==> config.mk <==
export PLATFORM = sky130hd
export DESIGN_NAME = cordic_iter_ctrl
export DESIGN_NICKNAME = d
export VERILOG_FILES = /design/src/rtl/cordic_iter_ctrl.sv
export SDC_FILE = /design/constraint.sdc
export NUM_CORES = 1
export LEC_CHECK = 0
export BUFFER_PORTS_ARGS = -buffer_cell sky130_fd_sc_hd__clkbuf_2
export CAP_MARGIN = 20
export CORE_ASPECT_RATIO = 2
export CORE_MARGIN = 1
export CORE_UTILIZATION = 45
export CTS_CLUSTER_DIAMETER = 150
export DETAILED_ROUTE_END_ITERATION = 8
export GPL_ROUTABILITY_DRIVEN = 0
export PLACE_DENSITY = 0.76
export SLEW_MARGIN = 30
export SYNTH_ARGS = -nofsm -noshare
export SYNTH_HDL_FRONTEND = slang
export SYNTH_SLANG_ARGS = --single-unit
==> constraint.sdc <==
create_clock -name clk -period 3.6 [get_ports clk]
set_input_delay 0 -clock clk [delete_from_list [all_inputs] [get_ports clk]]
set_output_delay 0 -clock clk [all_outputs]
set_load 0.02 [all_outputs]
==> src/rtl/cordic_iter_ctrl.sv <==
// Rotation-mode CORDIC iteration controller: quadrant pre-rotation, x/y/z working
// registers, per-iteration operand generation for the ALU stage and result capture.
module cordic_iter_ctrl #(
    parameter int DW     = 16,
    parameter int N_ITER = 16
) (
    input  logic          clk,
    input  logic          rst_n,
    input  logic          start,
    input  logic [DW-1:0] x_in,
    input  logic [DW-1:0] y_in,
    input  logic [DW-1:0] z_in,
    output logic          busy,
    output logic          done,
    output logic [DW-1:0] x_res,
    output logic [DW-1:0] y_res,
    output logic [DW-1:0] z_res,
    output logic [DW-1:0] alu_x_init,
    output logic [DW-1:0] alu_y_init,
    output logic [DW-1:0] alu_x_shift,
    output logic [DW-1:0] alu_y_shift,
    output logic          alu_d_i,
    output logic [DW-1:0] alu_angle,
    output logic [DW-1:0] alu_delta_angle,
    input  logic [DW-1:0] alu_x_out,
    input  logic [DW-1:0] alu_y_out,
    input  logic [DW-1:0] alu_angle_out
);

    // start is a request pulse honoured only in IDLE (never queued); done is a
    // one-cycle pulse and x_res/y_res/z_res hold their value until the next done.
    typedef enum logic [1:0] {S_IDLE, S_PRE, S_ITER, S_DONE} state_t;

    localparam logic [DW-1:0] QTR_POS  = 16'h4000;
    localparam logic [DW-1:0] QTR_NEG  = 16'hC000;
    localparam logic [DW-1:0] MIN_VAL  = 16'h8000;
    localparam logic [DW-1:0] MAX_VAL  = 16'h7FFF;
    localparam logic [3:0]    LAST_IDX = 4'(N_ITER - 1);

    state_t        state_q;
    logic [3:0]    i_q;
    logic [DW-1:0] x_q, y_q, z_q;
    logic [DW-1:0] x_res_q, y_res_q, z_res_q;
    logic          busy_q, done_q;
    logic          in_iter;

    function automatic logic [DW-1:0] neg_sat(input logic [DW-1:0] v);
        return (v == MIN_VAL) ? MAX_VAL : ({DW{1'b0}} - v);
    endfunction

    function automatic logic [DW-1:0] atan_lut(input logic [3:0] idx);
        case (idx)
            4'd0:    return 16'h2000;
            4'd1:    return 16'h12E4;
            4'd2:    return 16'h09FB;
            4'd3:    return 16'h0511;
            4'd4:    return 16'h028B;
            4'd5:    return 16'h0146;
            4'd6:    return 16'h00A3;
            4'd7:    return 16'h0051;
            4'd8:    return 16'h0029;
            4'd9:    return 16'h0014;
            4'd10:   return 16'h000A;
            4'd11:   return 16'h0005;
            4'd12:   return 16'h0003;
            4'd13:   return 16'h0001;
            4'd14:   return 16'h0001;
            default: return 16'h0000;
        endcase
    endfunction

    always_ff @(posedge clk or negedge rst_n) begin
        if (!rst_n) begin
            state_q <= S_IDLE;
            i_q     <= 4'd0;
            x_q     <= '0;
            y_q     <= '0;
            z_q     <= '0;
            x_res_q <= '0;
            y_res_q <= '0;
            z_res_q <= '0;
            busy_q  <= 1'b0;
            done_q  <= 1'b0;
        end else begin
            done_q <= 1'b0;
            case (state_q)
                S_IDLE: begin
                    if (start) begin
                        x_q     <= x_in;
                        y_q     <= y_in;
                        z_q     <= z_in;
                        busy_q  <= 1'b1;
                        state_q <= S_PRE;
                    end
                end
                S_PRE: begin
                    // Fold |angle| > 90 deg into the convergence range with an exact quarter turn.
                    if ($signed(z_q) > $signed(QTR_POS)) begin
                        x_q <= neg_sat(y_q);
                        y_q <= x_q;
                        z_q <= z_q - QTR_POS;
                    end else if ($signed(z_q) < $signed(QTR_NEG)) begin
                        x_q <= y_q;
                        y_q <= neg_sat(x_q);
                        z_q <= z_q + QTR_POS;
                    end
                    i_q     <= 4'd0;
                    state_q <= S_ITER;
                end
                S_ITER: begin
                    x_q <= alu_x_out;
                    y_q <= alu_y_out;
                    z_q <= alu_angle_out;
                    i_q <= i_q + 4'd1;
                    if (i_q == LAST_IDX) begin
                        x_res_q <= alu_x_out;
                        y_res_q <= alu_y_out;
                        z_res_q <= alu_angle_out;
                        busy_q  <= 1'b0;
                        done_q  <= 1'b1;
                        state_q <= S_DONE;
                    end
                end
                S_DONE:  state_q <= S_IDLE;
                default: state_q <= S_IDLE;
            endcase
        end
    end

    // Direction and arctangent are only meaningful while iterating; outside ITER they
    // read as zero so the whole ALU operand bus is quiet after reset.
    assign in_iter         = (state_q == S_ITER);
    assign alu_x_init      = x_q;
    assign alu_y_init      = y_q;
    assign alu_angle       = z_q;
    assign alu_x_shift     = $signed(x_q) >>> i_q;
    assign alu_y_shift     = $signed(y_q) >>> i_q;
    assign alu_d_i         = in_iter & ~z_q[DW-1];
    assign alu_delta_angle = in_iter ? atan_lut(i_q) : '0;

    assign busy  = busy_q;
    assign done  = done_q;
    assign x_res = x_res_q;
    assign y_res = y_res_q;
    assign z_res = z_res_q;

endmodule

# == Word level (Yosys, flattened, before mapping) ==
# Memories as Yosys holds them, arrays and structs flattened.
# Index checks and enable logic that the tools add are counted.
# classes
muxes,24
n_shift,2
eq_ne,9
n_bitwise,2
n_addsub,5
n_reduce_logical,8
n_lt_le_gt_ge,2
# ops
op,count
16-bit 2-to-1 mux,12
16-bit one-hot mux with 3 select lines,3
"16-bit equality test, second input constant",2
16-bit by 4-bit >>> shifter with 16-bit output,2
"1-bit by 16-bit subtractor with 16-bit output, first input constant",2
"16-bit by 15-bit adder with 16-bit output, second input constant",1
"16-bit > comparator, second input constant",1
"16-bit by 15-bit < comparator with 1-bit output, second input constant",1
"16-bit by 15-bit subtractor with 16-bit output, second input constant",1
2-bit one-hot mux with 4 select lines,1
4-bit one-hot mux with 2 select lines,1
3-bit AND reduction,2
"4-bit by 1-bit adder with 4-bit output, second input constant",1
"2-bit equality test, second input constant",2
"4-bit equality test, second input constant",1
1-bit 2-to-1 mux,4
2-bit 2-to-1 mux,2
2-bit AND reduction,2
2-bit nonzero test,2
"3-bit != test, second input constant",1
3-bit nonzero test,1
"2-bit by 1-bit equality test with 1-bit output, second input constant",1
2-bit zero test,1
"2-bit by 1-bit != test with 1-bit output, second input constant",1
4 further kinds,4
# totals
input_bits,99
elab_cells,63
reg_bits,104
mem_count,1
romBits,224
# mem_list
memory,depth,word_bits,rd,rd_clocked_by_memory_dff,write_ports,line_no,rtl
(no name shown),16,14,1,0,0,52,case (idx)

# == Depth between registers and ports, before layout ==
# depth
ltp_word,5
ltp_mapped,10

# == Least setup slack after synthesis ==
# No wires, ideal clock.
# synth_timing
path_type,register to output
from,register i_q[0]
to,output port alu_delta_angle[0]
t_arrival_ns,2.515
stages_incl_launch_ff,8
t_required_ns,3.600
path_buffers,3
path_slack_ns,1.085
path_cell_list,dfrtp_1 > clkbuf_1 > buf_2 > clkbuf_1 > inv_1 > ha_1 > mux4_2 > nor2b_1
# synth_between
elab_chain_len,2
# synth_rtl
item,line_no,rtl
"start, declared",41,logic [3:0] i_q;
"start signal, assigned",114,i_q <= i_q + 4'd1;
memory 16 x 14 bit,--,
16-bit 2-to-1 mux,139,assign alu_delta_angle = in_iter ? atan_lut(i_q) : '0;
"end, declared",24,"output logic [DW-1:0] alu_delta_angle,"
# No other way between the ends.

# == Worst setup path after layout ==
# layout_timing
from,register z_q[3] (netlist: alu_angle[3])
to,register y_q[9] (netlist: alu_y_init[9])
# layout_between
elab_chain_len,3
word_cells_on_any_way,6
cone_classes,order compare: 2; eq/ne: 1; mux: 2; reduce/logical: 1
# layout_rtl
item,line_no,rtl
"start, declared",42,"logic [DW-1:0] x_q, y_q, z_q;"
"start signal, assigned",91,z_q <= z_in;
"start signal, assigned",101,z_q <= z_q - QTR_POS;
"start signal, assigned",105,z_q <= z_q + QTR_POS;
16-bit > comparator / 16-bit by 15-bit < comparator with 1-bit output (equally long branches),"98, 102",
3-bit != test (no line) / 16-bit 2-to-1 mux (equally long branches),--,
3-bit AND reduction (no line) / 16-bit one-hot mux with 3 select lines (equally long branches),--,
"end signal, assigned",100,y_q <= x_q;
"end signal, assigned",104,y_q <= neg_sat(x_q);
"end signal, assigned",112,y_q <= alu_y_out;
"end, declared",42,
# Several ways; a longest one is shown, not always the timed one.
# A chain may end at the register's enable or synchronous reset.

==> flow_summary_export.csv <==
group,metric,value,unit
run_status,outcome,"finished clean",
power_and_ir_drop,clock_power_share,0.105,
logic_synthesis,synth_fa_ha_area_frac,0.02401,
logic_synthesis,synth_top_family_by_area,"simple AND/OR/NAND/NOR gates",
placed_design,place_area,8562,um^2
logic_synthesis,muxShareOfSynthArea,0.09071,
worst_setup_path,worstPathCellList,"or4_4 > o41a_1 > a31oi_4 > or3_1 > o21ai_2 > a41oi_2",
cts,cts_tree,"yes",
power_and_ir_drop,powerDensity,956.8,nW/um^2
finish,multi_input_area,4218,um^2
flow_run,maxCapViolCount,0,
finish,synthToLayoutAreaGrowth,31.52,%
power_and_ir_drop,swShare,0.5343,
logic_synthesis,syn_area,7297,um^2
global_route,grt_pass1_vias,8051,
routing,viasPerCell,5.894,
die,core_region_area,15780,um^2
global_route,grt_pass1_wl,42190,um
global_route,grt.total_usage,0.3286,
worst_setup_path,arrival,3.25,ns
routing,wire_per_inst,19.76,um
routing,drt_iter0_drc,727,
finish,layout-drive-gt1-share,0.2731,
sta,fmax,0.3370,GHz
logic_synthesis,ys_seq_elements,104,
power_and_ir_drop,p_leak,0.004386,uW
logic_synthesis,synth_commonest_cells,"nand2_1, dfrtp_1, o21ai_0",
cts,clock_path_buffers,2,
worst_setup_path,critPathMaxFanout,25,
sta,slew_viol_final,0,
sta,rsz0062_at_grt,"no",
cts,numCtsBuffers,9,
logic_synthesis,synth_largest_area_cell,"dfrtp_1",
logic_synthesis,ys_warn_count,0,
die,die_y,182.1,um
worst_setup_path,cpMaxStageDelayCell,"a31oi_4",
sta,hold_viol_final,0,
logic_synthesis,synth_top_area_share,0.3567,
routing,ant_nets,0,
sta,setup_viol,0,
logic_synthesis,ys_seq_area_frac,0.3567,
placed_design,dpl.cell_count,1289,
logic_synthesis,synth-main-ff-cell,"dfrtp_1",
logic_synthesis,netlist_top_cells_area,"dfrtp_1, nand2_1, o21ai_0, mux2i_1, mux4_2",
die,io_pins,246,
logic_synthesis,syn_inst,906,
logic_synthesis,synth-xor-area-share,0.01920,
worst_setup_path,cp_top_family,"compound AO/OA/AOI/OAI gates",
worst_setup_path,crit_type,"flop to flop",
power_and_ir_drop,power_frac_seq,0.233,
power_and_ir_drop,p_sw,4906,uW
finish,fillers,1439,
sta,finClkSkew,0.007714,ns
worst_setup_path,endpoint_kind,"flop",
worst_hold_path,worstHoldPathType,"input pin to flop",
power_and_ir_drop,ir_drop,0.0005033,V
cts,clock_latency,0.36,ns
finish,fin_cells,1381,
worst_setup_path,critPathMaxStageDelay,0.76,ns
power_and_ir_drop,power,9182,uW
logic_synthesis,synth.most_common_cell,"nand2_1",
sta,finalSetupTns,0,ns
worst_setup_path,critPathBufInv,0,
sta,min_period_over_period,0.8242,
logic_synthesis,ys_types,71,
routing,drc,0,
power_and_ir_drop,combPwrFrac,0.662,
sta,fin_crit,2.967,ns
die,num_rows,65,
cts,root_buffer,"clkbuf_16",
die,fp.dieArea,16760,um^2
finish,nets,1287,
cts,post-cts-setup-buffer-count,0,
logic_synthesis,synth_edf_count,0,
logic_synthesis,async_flop_share,1.000,
die,start_util,0.4625,
routing,vias,8140,
sta,tightest_slew,1.039,ns
sta,whs,0.001919,ns
cts,clock_sinks,104,
worst_setup_path,timing.critical_path.from_type,"flop",
finish,fin_area,9597,um^2
cts,clk_pin_slew,0.08,ns
power_and_ir_drop,p_int,4276,uW
placed_design,hpwl,19410,um
sta,max_slew_margin,0.3012,
global_route,grt_max_degree,59,
cts,cts_max_level,3,
global_route,grt_overflow_total,0,
die,die_w,92.05,um
global_route,antenna_found_initial,1,
placed_design,port_buffers,243,
logic_synthesis,yosys.area_share.simple,0.2257,
finish,regArea,2604,um^2
logic_synthesis,synth_compound_area_frac,0.2174,
logic_synthesis,avgSynthCellArea,8.054,um^2
routing,drt_first_pass_iters,5,
worst_setup_path,cp.required,3.88,ns
routing,totalWireLength,27280,um
power by group through the flow:
stage          Clock [uW]  Combinational, uW  Sequential, uW
2_1_floorplan           0               4290            2070
3_3_place_gp            0               5870            2110
3_5_place_dp            0               5950            2140
4_1_cts               975               6030            2110
5_1_grt              1010               6630            2170
6_report              960               6080            2140
worst min-delay path, cell delays in order:
cell	delay (ns)
clkbuf_2	0.09
a221oi_1	0.08
a21oi_1	0.14
state kept, by name, summed over array words and instances (netlist names):
| signal | flops |
|---|---|
| alu_angle | 16 |
| alu_x_init | 16 |
| alu_y_init | 16 |
| busy | 1 |
| done | 1 |
| i_q | 4 |
| state_q | 2 |
| x_res | 16 |
| y_res | 16 |
| z_res | 16 |
cells in the final DEF, fill, tap and decap left out, types with 9 or more instances in the layout:
cell / Yosys / layout
clkbuf_2: 0 / 242
nor3_1: 11 / 11
or4_1: 10 / 10
o21ai_0: 78 / 78
clkbuf_16: 0 / 9
inv_1: 14 / 13
a221oi_1: 12 / 12
a21oi_1: 45 / 45
buf_4: 6 / 29
xnor2_1: 9 / 9
dlygate4sd3_1: 0 / 75
and3_1: 9 / 9
a31oi_1: 21 / 21
mux4_2: 11 / 11
nand2_1: 227 / 227
mux2i_1: 32 / 32
nor2_1: 56 / 56
dfrtp_1: 104 / 103
ha_1: 14 / 14
nor2b_1: 10 / 10
a22oi_1: 27 / 27
routing by layer:
layer | GRT usage | wire (um)
met1 | 0.3506 | 9491
met2 | 0.5875 | 14290
met3 | 0.04875 | 1676
met4 | 0.2219 | 1829
met5 | 0 | 0
cell type report:
cell class,count,area share
well taps,201,0.02621
clock inverters,6,0.004433
clock buffers,10,0.02490
multi-input cells,697,0.4395
repair buffers,346,0.2271
flip-flops and latches,104,0.2713
inverters,16,0.006258
diodes,1,0.0002608
per-stage QoR:
step	util	worst slack, ns
floorplan	-	1.085
global placement	0.5427	0.7648
global route	0.6082	0.4917
CTS	0.6081	0.6647
finish	0.6082	0.6327
detailed placement	0.5427	0.7011
timing repair:
action	CTS	global route
resized for setup	0	0
endpoints found under the hold margin	135	0
hold buffers	75	0
cells by family (layout without fill, tap and decap cells):
logic type / after synthesis / in the layout
other: 1 / 3
DFF: 104 / 104
AOI/OAI and AO/OA: 244 / 244
muxes: 51 / 51
buffers and inverters: 106 / 378
adders and majority gates: 14 / 14
and+or+nand+nor: 370 / 370
xor gates and xnor gates: 16 / 16
path summary, 6_finish.rpt:
check                                   from        endpoint  slack, ns  depth (start not counted)
min in group asynchronous              rst_n        z_res[8]       0.24                          2
worst min register to register     y_res[13]       y_res[13]       0.48                          2
worst max-delay path            alu_angle[3]   alu_y_init[9]       0.63                          6
worst max register to register  alu_angle[3]   alu_y_init[9]       0.63                          6
worst min-delay path                x_in[14]  alu_x_init[14]      0.002                          3
max in group asynchronous              rst_n  alu_x_init[13]       2.48                          3
No activity file was read; power rests on OpenSTA's default activity.
